### config.mk
export PLATFORM = sky130hd
export DESIGN_NAME = mod13_display_driver
export DESIGN_NICKNAME = d
export VERILOG_FILES = /design/src/rtl/mod13_display_driver_pkg.sv /design/src/rtl/mod13_display_driver_seg7_decoder.sv /design/src/rtl/mod13_display_driver.sv
export SDC_FILE = /design/constraint.sdc
export NUM_CORES = 1
export LEC_CHECK = 0
export ABC_AREA = 0
export CAP_MARGIN = 40
export CORE_AREA = 3 3 57 59
export CTS_CLUSTER_DIAMETER = 30
export DETAILED_ROUTE_END_ITERATION = 6
export DIE_AREA = 0 0 60 62
export PLACE_DENSITY_LB_ADDON = 0.08
export SLEW_MARGIN = 5
export SYNTH_ARGS = -nofsm -noshare
export SYNTH_HDL_FRONTEND = slang
export SYNTH_SLANG_ARGS = --single-unit
### constraint.sdc
create_clock -name clk -period 3.8 [get_ports clk]
set_input_delay 0.57 -clock clk [delete_from_list [all_inputs] [get_ports clk]]
set_output_delay 0.57 -clock clk [all_outputs]
set_load 0.02 [all_outputs]
### src/rtl/mod13_display_driver_pkg.sv
// Shared constants for the modulo-13 display driver: segment patterns,
// digit FSM state encoding and the largest legal counter value.
package mod13_display_driver_pkg;

    localparam logic [3:0] MOD13_MAX = 4'd12;

    typedef enum logic {
        S_ONES = 1'b0,
        S_TENS = 1'b1
    } state_t;

    // Active-high patterns, bit order {g,f,e,d,c,b,a}
    localparam logic [6:0] SEG_0     = 7'h3F;
    localparam logic [6:0] SEG_1     = 7'h06;
    localparam logic [6:0] SEG_2     = 7'h5B;
    localparam logic [6:0] SEG_3     = 7'h4F;
    localparam logic [6:0] SEG_4     = 7'h66;
    localparam logic [6:0] SEG_5     = 7'h6D;
    localparam logic [6:0] SEG_6     = 7'h7D;
    localparam logic [6:0] SEG_7     = 7'h07;
    localparam logic [6:0] SEG_8     = 7'h7F;
    localparam logic [6:0] SEG_9     = 7'h6F;
    localparam logic [6:0] SEG_E     = 7'h79;
    localparam logic [6:0] SEG_BLANK = 7'h00;

endpackage

### src/rtl/mod13_display_driver_seg7_decoder.sv
// Combinational digit-to-segment decoder producing active-high patterns.
// An out-of-range flag overrides blanking and shows 'E'.
module mod13_display_driver_seg7_decoder
    import mod13_display_driver_pkg::*;
(
    input  logic [3:0] digit,
    input  logic       blank,
    input  logic       err,
    output logic [6:0] pattern
);

    always_comb begin
        pattern = SEG_BLANK;
        if (err) begin
            pattern = SEG_E;
        end else if (!blank) begin
            case (digit)
                4'd0:    pattern = SEG_0;
                4'd1:    pattern = SEG_1;
                4'd2:    pattern = SEG_2;
                4'd3:    pattern = SEG_3;
                4'd4:    pattern = SEG_4;
                4'd5:    pattern = SEG_5;
                4'd6:    pattern = SEG_6;
                4'd7:    pattern = SEG_7;
                4'd8:    pattern = SEG_8;
                4'd9:    pattern = SEG_9;
                default: pattern = SEG_BLANK;
            endcase
        end
    end

endmodule

### src/rtl/mod13_display_driver.sv
// Two-digit multiplexed seven-segment driver for the modulo-13 counter:
// captures the count once per frame and alternates ones/tens digit slots.
module mod13_display_driver
    import mod13_display_driver_pkg::*;
#(
    parameter int REFRESH_DIV    = 50000,
    parameter bit BLANK_LZ       = 1'b1,
    parameter bit SEG_ACTIVE_LOW = 1'b1,
    parameter bit AN_ACTIVE_LOW  = 1'b1
) (
    input  logic       clk,
    input  logic       rst,
    input  logic [3:0] count_in,
    input  logic       hold,
    output logic [6:0] seg,
    output logic       dp,
    output logic [1:0] an,
    output logic       err
);

    localparam int PW = $clog2(REFRESH_DIV);
    localparam logic [6:0] SEG_OFF = SEG_ACTIVE_LOW ? 7'h7F : 7'h00;
    localparam logic [1:0] AN_OFF  = AN_ACTIVE_LOW ? 2'b11 : 2'b00;

    logic [PW-1:0] presc_q;
    logic          tick;
    state_t        state_q;
    state_t        state_d;
    logic [3:0]    cap_q;
    logic          err_q;
    logic [3:0]    tens_d;
    logic [3:0]    ones_d;
    logic          cap_oor;
    logic [1:0]    an_hot;
    logic [3:0]    digit_sel;
    logic          blank_sel;
    logic [6:0]    pattern;
    logic [6:0]    seg_q;
    logic [1:0]    an_q;

    assign tick = (presc_q == PW'(REFRESH_DIV - 1));

    always_ff @(posedge clk or posedge rst) begin
        if (rst) begin
            presc_q <= '0;
        end else if (tick) begin
            presc_q <= '0;
        end else begin
            presc_q <= presc_q + 1'b1;
        end
    end

    always_ff @(posedge clk or posedge rst) begin
        if (rst) begin
            state_q <= S_ONES;
        end else begin
            state_q <= state_d;
        end
    end

    always_comb begin
        state_d = state_q;
        if (tick) begin
            state_d = (state_q == S_ONES) ? S_TENS : S_ONES;
        end
    end

    always_comb begin
        an_hot    = 2'b01;
        digit_sel = ones_d;
        blank_sel = 1'b0;
        if (state_q == S_TENS) begin
            an_hot    = 2'b10;
            digit_sel = tens_d;
            blank_sel = BLANK_LZ && (tens_d == 4'd0);
        end
    end

    // The frame boundary is the tick that ends the tens slot; both digits
    // of the following frame are drawn from the same captured value.
    always_ff @(posedge clk or posedge rst) begin
        if (rst) begin
            cap_q <= 4'd0;
            err_q <= 1'b0;
        end else if (tick && (state_q == S_TENS) && !hold) begin
            cap_q <= count_in;
            err_q <= (count_in > MOD13_MAX);
        end
    end

    always_comb begin
        cap_oor = (cap_q > MOD13_MAX);
        tens_d  = 4'd0;
        ones_d  = cap_q;
        if (!cap_oor && (cap_q >= 4'd10)) begin
            tens_d = 4'd1;
            ones_d = cap_q - 4'd10;
        end
    end

    mod13_display_driver_seg7_decoder u_dec (
        .digit   (digit_sel),
        .blank   (blank_sel),
        .err     (cap_oor),
        .pattern (pattern)
    );

    always_ff @(posedge clk or posedge rst) begin
        if (rst) begin
            seg_q <= SEG_OFF;
            an_q  <= AN_OFF;
        end else begin
            seg_q <= SEG_ACTIVE_LOW ? ~pattern : pattern;
            an_q  <= AN_ACTIVE_LOW ? ~an_hot : an_hot;
        end
    end

    assign seg = seg_q;
    assign an  = an_q;
    assign dp  = SEG_ACTIVE_LOW ? 1'b1 : 1'b0;
    assign err = err_q;

endmodule

Yosys cells after proc, flatten, opt, wreduce, memory -nomap -nowiden
Memory sizes are Yosys's and may differ from the RTL's.
Index checks and enable logic that the tools add are counted.
{"block": "totals", "ff_bits": 31, "output_inout_bits": 11, "input_bits": 7, "word_cells": 30, "memories": 1, "romBits": 112}
{"memory": "(no name shown)", "depth": 16, "width": 7, "rd": 1, "rd_ports_with_merged_regs": 0, "wr": 0, "line": "mod13_display_driver_seg7_decoder.sv:17", "rtl": "case (digit)"}
{"block": "op_classes", "n_reduce_logical": 6, "n_lt_le_gt_ge": 3, "n_bitwise": 2, "addsub": 2, "n_eq_ne": 1, "muxes": 9}
{"op": "$add 16x1->16 const B", "count": 1}
{"op": "$eq 16x16->1 const B", "count": 1}
{"op": "$mux 16", "count": 1}
{"op": "$mux 7", "count": 2}
{"op": "$gt 4x4->1 const B", "count": 2}
{"op": "$mux 4", "count": 2}
{"op": "$not 7->7", "count": 1}
{"op": "$ge 4x4->1 const B", "count": 1}
{"op": "$logic_not 4->1", "count": 1}
{"op": "$sub 4x4->4 const B", "count": 1}
{"op": "$logic_and 1x1->1", "count": 3}
{"op": "$mux 1", "count": 3}
{"op": "$logic_not 1->1", "count": 2}
{"op": "$mux 2", "count": 1}
{"op": "$not 2->2", "count": 1}

Longest topological paths before layout
{"block": "depth", "word_depth": 9, "ltp_mapped": 10, "mapped_depth_nobuf": 10}

Modules after synthesis
From an unflattened synthesis, not the netlist that was laid out.
{"block": "unflattened", "hier_cells": 161, "area_unflattened_um2": 1680.4}
{"module": "mod13_display_driver", "area_each_um2": 1436.4, "cells_each": 128, "seq_area_each_um2": 787.0, "n_inst": 1}
{"module": "mod13_display_driver_seg7_decoder", "area_each_um2": 244.0, "cells_each": 33, "seq_area_each_um2": 0.0, "n_inst": 1}

Worst setup path before layout
Ideal clock, no wire load.
{"block": "synth_path", "path_kind": "register to register", "startpoint": "register cap_q[2]", "endpoint": "register seg_q[5], in the netlist seg[5]", "path_slack_ps": 1845, "n_path_buf": 0, "t_arrival_ps": 1875, "setup_time_ps": 80, "t_required_ps": 3720, "path_stages_with_launch": 10, "synth_period_minus_slack_ps": 1955, "path_cell_list": "dfrtp_1 > inv_1 > ha_1 > nor2_1 > o22ai_1 > a31oi_1 > inv_1 > ha_1 > nand2b_1 > a32o_1"}
{"block": "synth_via", "elab_chain_len": 9, "word_cells_on_any_way": 14, "cone_classes": "1 x add/sub; 2 x order compare; 6 x mux; 1 x bitwise; 3 x reduce/logical; 1 x memory"}
{"item": "from (decl)", "line": "mod13_display_driver.sv:29", "rtl": "logic [3:0] cap_q;"}
{"item": "from (signal assigned)", "line": "mod13_display_driver.sv:86", "rtl": "cap_q <= count_in;"}
{"item": "$gt 4x4->1", "line": "mod13_display_driver.sv:92", "rtl": "cap_oor = (cap_q > MOD13_MAX);"}
{"item": "$logic_not 1->1", "line": "mod13_display_driver.sv:95", "rtl": "if (!cap_oor && (cap_q >= 4'd10)) begin"}
{"item": "$logic_and 1x1->1", "line": "mod13_display_driver.sv:95"}
{"item": "$mux 4 / $mux 1 (equally long branches)", "line": "mod13_display_driver.sv:95"}
{"item": "$mux 4 / $logic_not 4->1 (equally long branches)", "line": "mod13_display_driver.sv:72, mod13_display_driver.sv:75"}
{"item": "$mem_v2 16x7 / $mux 1 (equally long branches)"}
{"item": "$mux 7", "line": "mod13_display_driver_seg7_decoder.sv:16", "rtl": "end else if (!blank) begin"}
{"item": "$mux 7 *", "line": "mod13_display_driver_seg7_decoder.sv:14", "rtl": "if (err) begin"}
{"item": "$not 7->7 *", "line": "mod13_display_driver.sv:113", "rtl": "seg_q <= SEG_ACTIVE_LOW ? ~pattern : pattern;"}
{"item": "to (signal assigned)", "line": "mod13_display_driver.sv:113"}
{"item": "to (decl)", "line": "mod13_display_driver.sv:38", "rtl": "logic [6:0] seg_q;"}
Mark *: on every way between the ends. The rest lies on a longest branch, timed or not.
A chain may end at the register's enable or synchronous reset.

Final worst setup path
Same ends and word-level chain as after synthesis.

==> summary.txt <==
Run status
  – Outcome: completed

Clock network
  – Setup bufs post-CTS: 0
  – TritonCTS clock tree: built
  – CTS resizes: 0
  – Worst-Skew Late Latency: between 0.3 and 0.4 ns
  – Max Buffers Root-to-Sink: 2
  – H-tree depth: 2
  – Hold_buf cts: 0
  – Clock sinks: 31
  – Clk slew on worst S/H paths: 0.10 ns
  – Root buffer cell: clkbuf_4
  – Cts bufs inserted: 5

STA
  – Endpoints failing setup: 0
  – Layout Skew: ~0.0096 ns
  – Worst-margin pin slew: 0.622 ns
  – Max-slew headroom: around three fifths
  – Final period utilization: between 60% and 70%
  – RSZ-0062 raised after global routing: false
  – TNS Setup: 0 ns
  – Minimum clock period: ~2.3 ns
  – Final Max Tran Viols: 0
  – Final hold viol count: 0
  – Fmax: approximately 0.43 GHz

Finish
  – Area grow syn2layout: 17.6%
  – Ratio of cells with drive above 1 in the final layout: between 15 and 20%
  – Nets: 185
  – N_diodes: 0
  – Core Util, Final: 68.6%

Floorplan
  – Initial Util: 58.3%
  – Core Box Area: 0.00276 mm^2
  – Die Y: 62 um
  – Rows: 19
  – Die extent in x: approximately 60 um
  – Die area: between 0.003 and 0.004 mm^2
  – IO Count: 18

Drt
  – Via count: 1131
  – Per-cell routed wire length: between 10 and 15 um
  – WL final: around 2700 um
  – Post-DRT Antenna Nets: 0
  – Initial DRC count: 38
  – Drc violations: 0
  – Vias/cell: 5.60
  – DRT Pass-1 Iters: 4

Place
  – Post-DP HPWL: between 2000 and 2500 um
  – RD Place Congestion: roughly 0.82
  – Port bufs: 16

Synthesis
  – Syn Inst Count: 149
  – Post-synth top area cell: dfrtp_1
  – Seq cells post-synth: 31
  – Synth top cells by count: dfrtp_1, nor2_1, inv_1
  – Cell variety after synth: 38
  – Seq/Total Area, Yosys: approximately half
  – Ys Warns: 0
  – FFs w/ async S/R, synth: 100%
  – Top-count cell post-synth: dfrtp_1
  – Syn_nets: around 160
  – Post-synth EDFFs: 0
  – Syn Std Cell Area: roughly 0.0016 mm^2
  – Primary FF master, synth: dfrtp_1
  – Mapped Avg Cell Area: between 10 and 15 um^2
  – Synth top area cells: dfrtp_1, dfstp_2, ha_1, xor2_1, xnor2_1
  – Post-synth top area share: ~34%

Global route
  – Grt total ovfl: 0
  – Initial antenna violation count: 0
  – Largest net degree at the start of global routing: 18
  – Tot GR Track Use: 17.5%
  – Vias in the first global route: 1078
  – Global-route wire length before repair: 4750 um

Worst setup path
  – CP Capture Type: flip-flop
  – Worst Reg-to-Reg Cells: 9
  – Crit path DAT: between 2 and 3 ns
  – Critical R2R Launch: cap_q[2]
  – Critical Path Start: cap_q[2]
  – Reg2reg end: seg[5]
  – Worst setup path end: seg[5]
  – Startpoint types: flip-flop
  – Worst EP required: 4.05 ns
  – FF-to-FF setup slack: 1.50 ns
  – Critical path class: reg2reg
  – CP Max Fanout: 7

Pwr
  – Seq pwr share: a little over half
  – Leak: 0.868 nW
  – Peak VDD IR: ~0.32 mV
  – Comb power frac: approximately 2.6%
  – Power Density: about 320 mW/mm^2
  – Internal Pwr Total: approximately 0.49 mW
  – Switch Pwr: between 0.1 and 0.15 mW
  – Clock share of power: between 40% and 50%
  – Switching part of the total: 19.4%

Job
  – # Max-Cap Violations: 0

Worst hold path
  – Hold Path Class: reg2reg
layout make-up:
class | count | area, um^2
fill | 218 | 867
sequential | 31 | 787
multi-input combinational | 104 | 762
timing repair buffer | 17 | 175
clock buffer | 6 | 51.3
inverter | 11 | 41.3
tap | 31 | 38.8
clock inverter | 2 | 35.0
flip-flops by register name (all words and copies together), names as in the netlist:
register  cells
err           1
cap_q         4
seg           7
an            2
presc_q      16
state_q       1
through the flow:
step / power (mW) / hold WS (ns) / cells / worst slack (ns) / cell area, um^2
after floorplan: 0.343 / 0.350 / 149 / 1.84 / 1610
after global placement: 0.351 / 0.462 / 193 / 1.63 / 1790
after detailed placement: 0.353 / 0.478 / 194 / 1.53 / 1800
after CTS: 0.622 / 0.495 / 202 / 1.50 / 1890
after global routing: 0.638 / 0.513 / 202 / 1.30 / 1890
final: 0.611 / 0.492 / 202 / 1.50 / 1890
critical path, cell delays in order, from the launching register on:
cell and delay [ns]:
dfrtp_1 0.46, inv_1 0.11, ha_1 0.22, nor2_1 0.09, o22ai_1 0.12, a31oi_1 0.44
inv_1 0.14, ha_1 0.22, nand2b_1 0.16, a32o_1 0.27
worst min-delay path by stage:
stage,start,to,cells after the start
floorplan,state_q,an[0],0
finish,presc_q[0],presc_q[0],1
global route,presc_q[7],presc_q[7],1
global placement,presc_q[0],presc_q[0],1
CTS,presc_q[0],presc_q[0],1
detailed placement,presc_q[7],presc_q[7],1
cells by family (layout without fill, tap and decap cells):
logic type | Yosys count | in the layout | synth area share, %
simple gates | 56 | 56 | 20.0
flops | 31 | 31 | 48.9
compound gates | 16 | 16 | 7.47
xor+xnor | 15 | 15 | 8.17
buf+inv | 14 | 36 | 3.66
fa+ha+maj | 8 | 8 | 6.23
mux | 8 | 8 | 5.29
other cells | 1 | 1 | 0.233
placed cells by master, fill, tap and decap left out, types with 3 or more instances in the layout:
| cell type | n |
|---|---|
| nand3_1 | 7 |
| o21ai_0 | 3 |
| clkdlybuf4s50_1 | 16 |
| nand2_1 | 9 |
| nor2b_1 | 5 |
| dfstp_2 | 9 |
| mux2_2 | 4 |
| xnor2_1 | 7 |
| ha_1 | 8 |
| mux2i_1 | 4 |
| and2_1 | 3 |
| inv_1 | 10 |
| dfrtp_1 | 22 |
| nor2_1 | 13 |
| xor2_1 | 8 |
| and3_1 | 3 |
| a32o_1 | 3 |
| nand4_1 | 3 |
| clkbuf_4 | 5 |
power by group through the flow:
stage	combinational [mW]	sequential, mW	clock (mW)
6_report	0.0157	0.330	0.265
3_5_place_dp	0.0165	0.336	0
5_1_grt	0.0177	0.330	0.290
2_1_floorplan	0.00687	0.336	0
3_3_place_gp	0.0144	0.336	0
4_1_cts	0.0164	0.330	0.275
metal layers:
layer / vias to the layer above / global-route usage [%] / part of all wire, %
met5: - / 0 / 0
met4: 0 / 3.80 / 0.26
met3: 2 / 7.64 / 5.5
met2: 24 / 27.8 / 45
met1: 556 / 22.3 / 49
li1: 549 / - / -
Power figures use the tool's default switching activity.
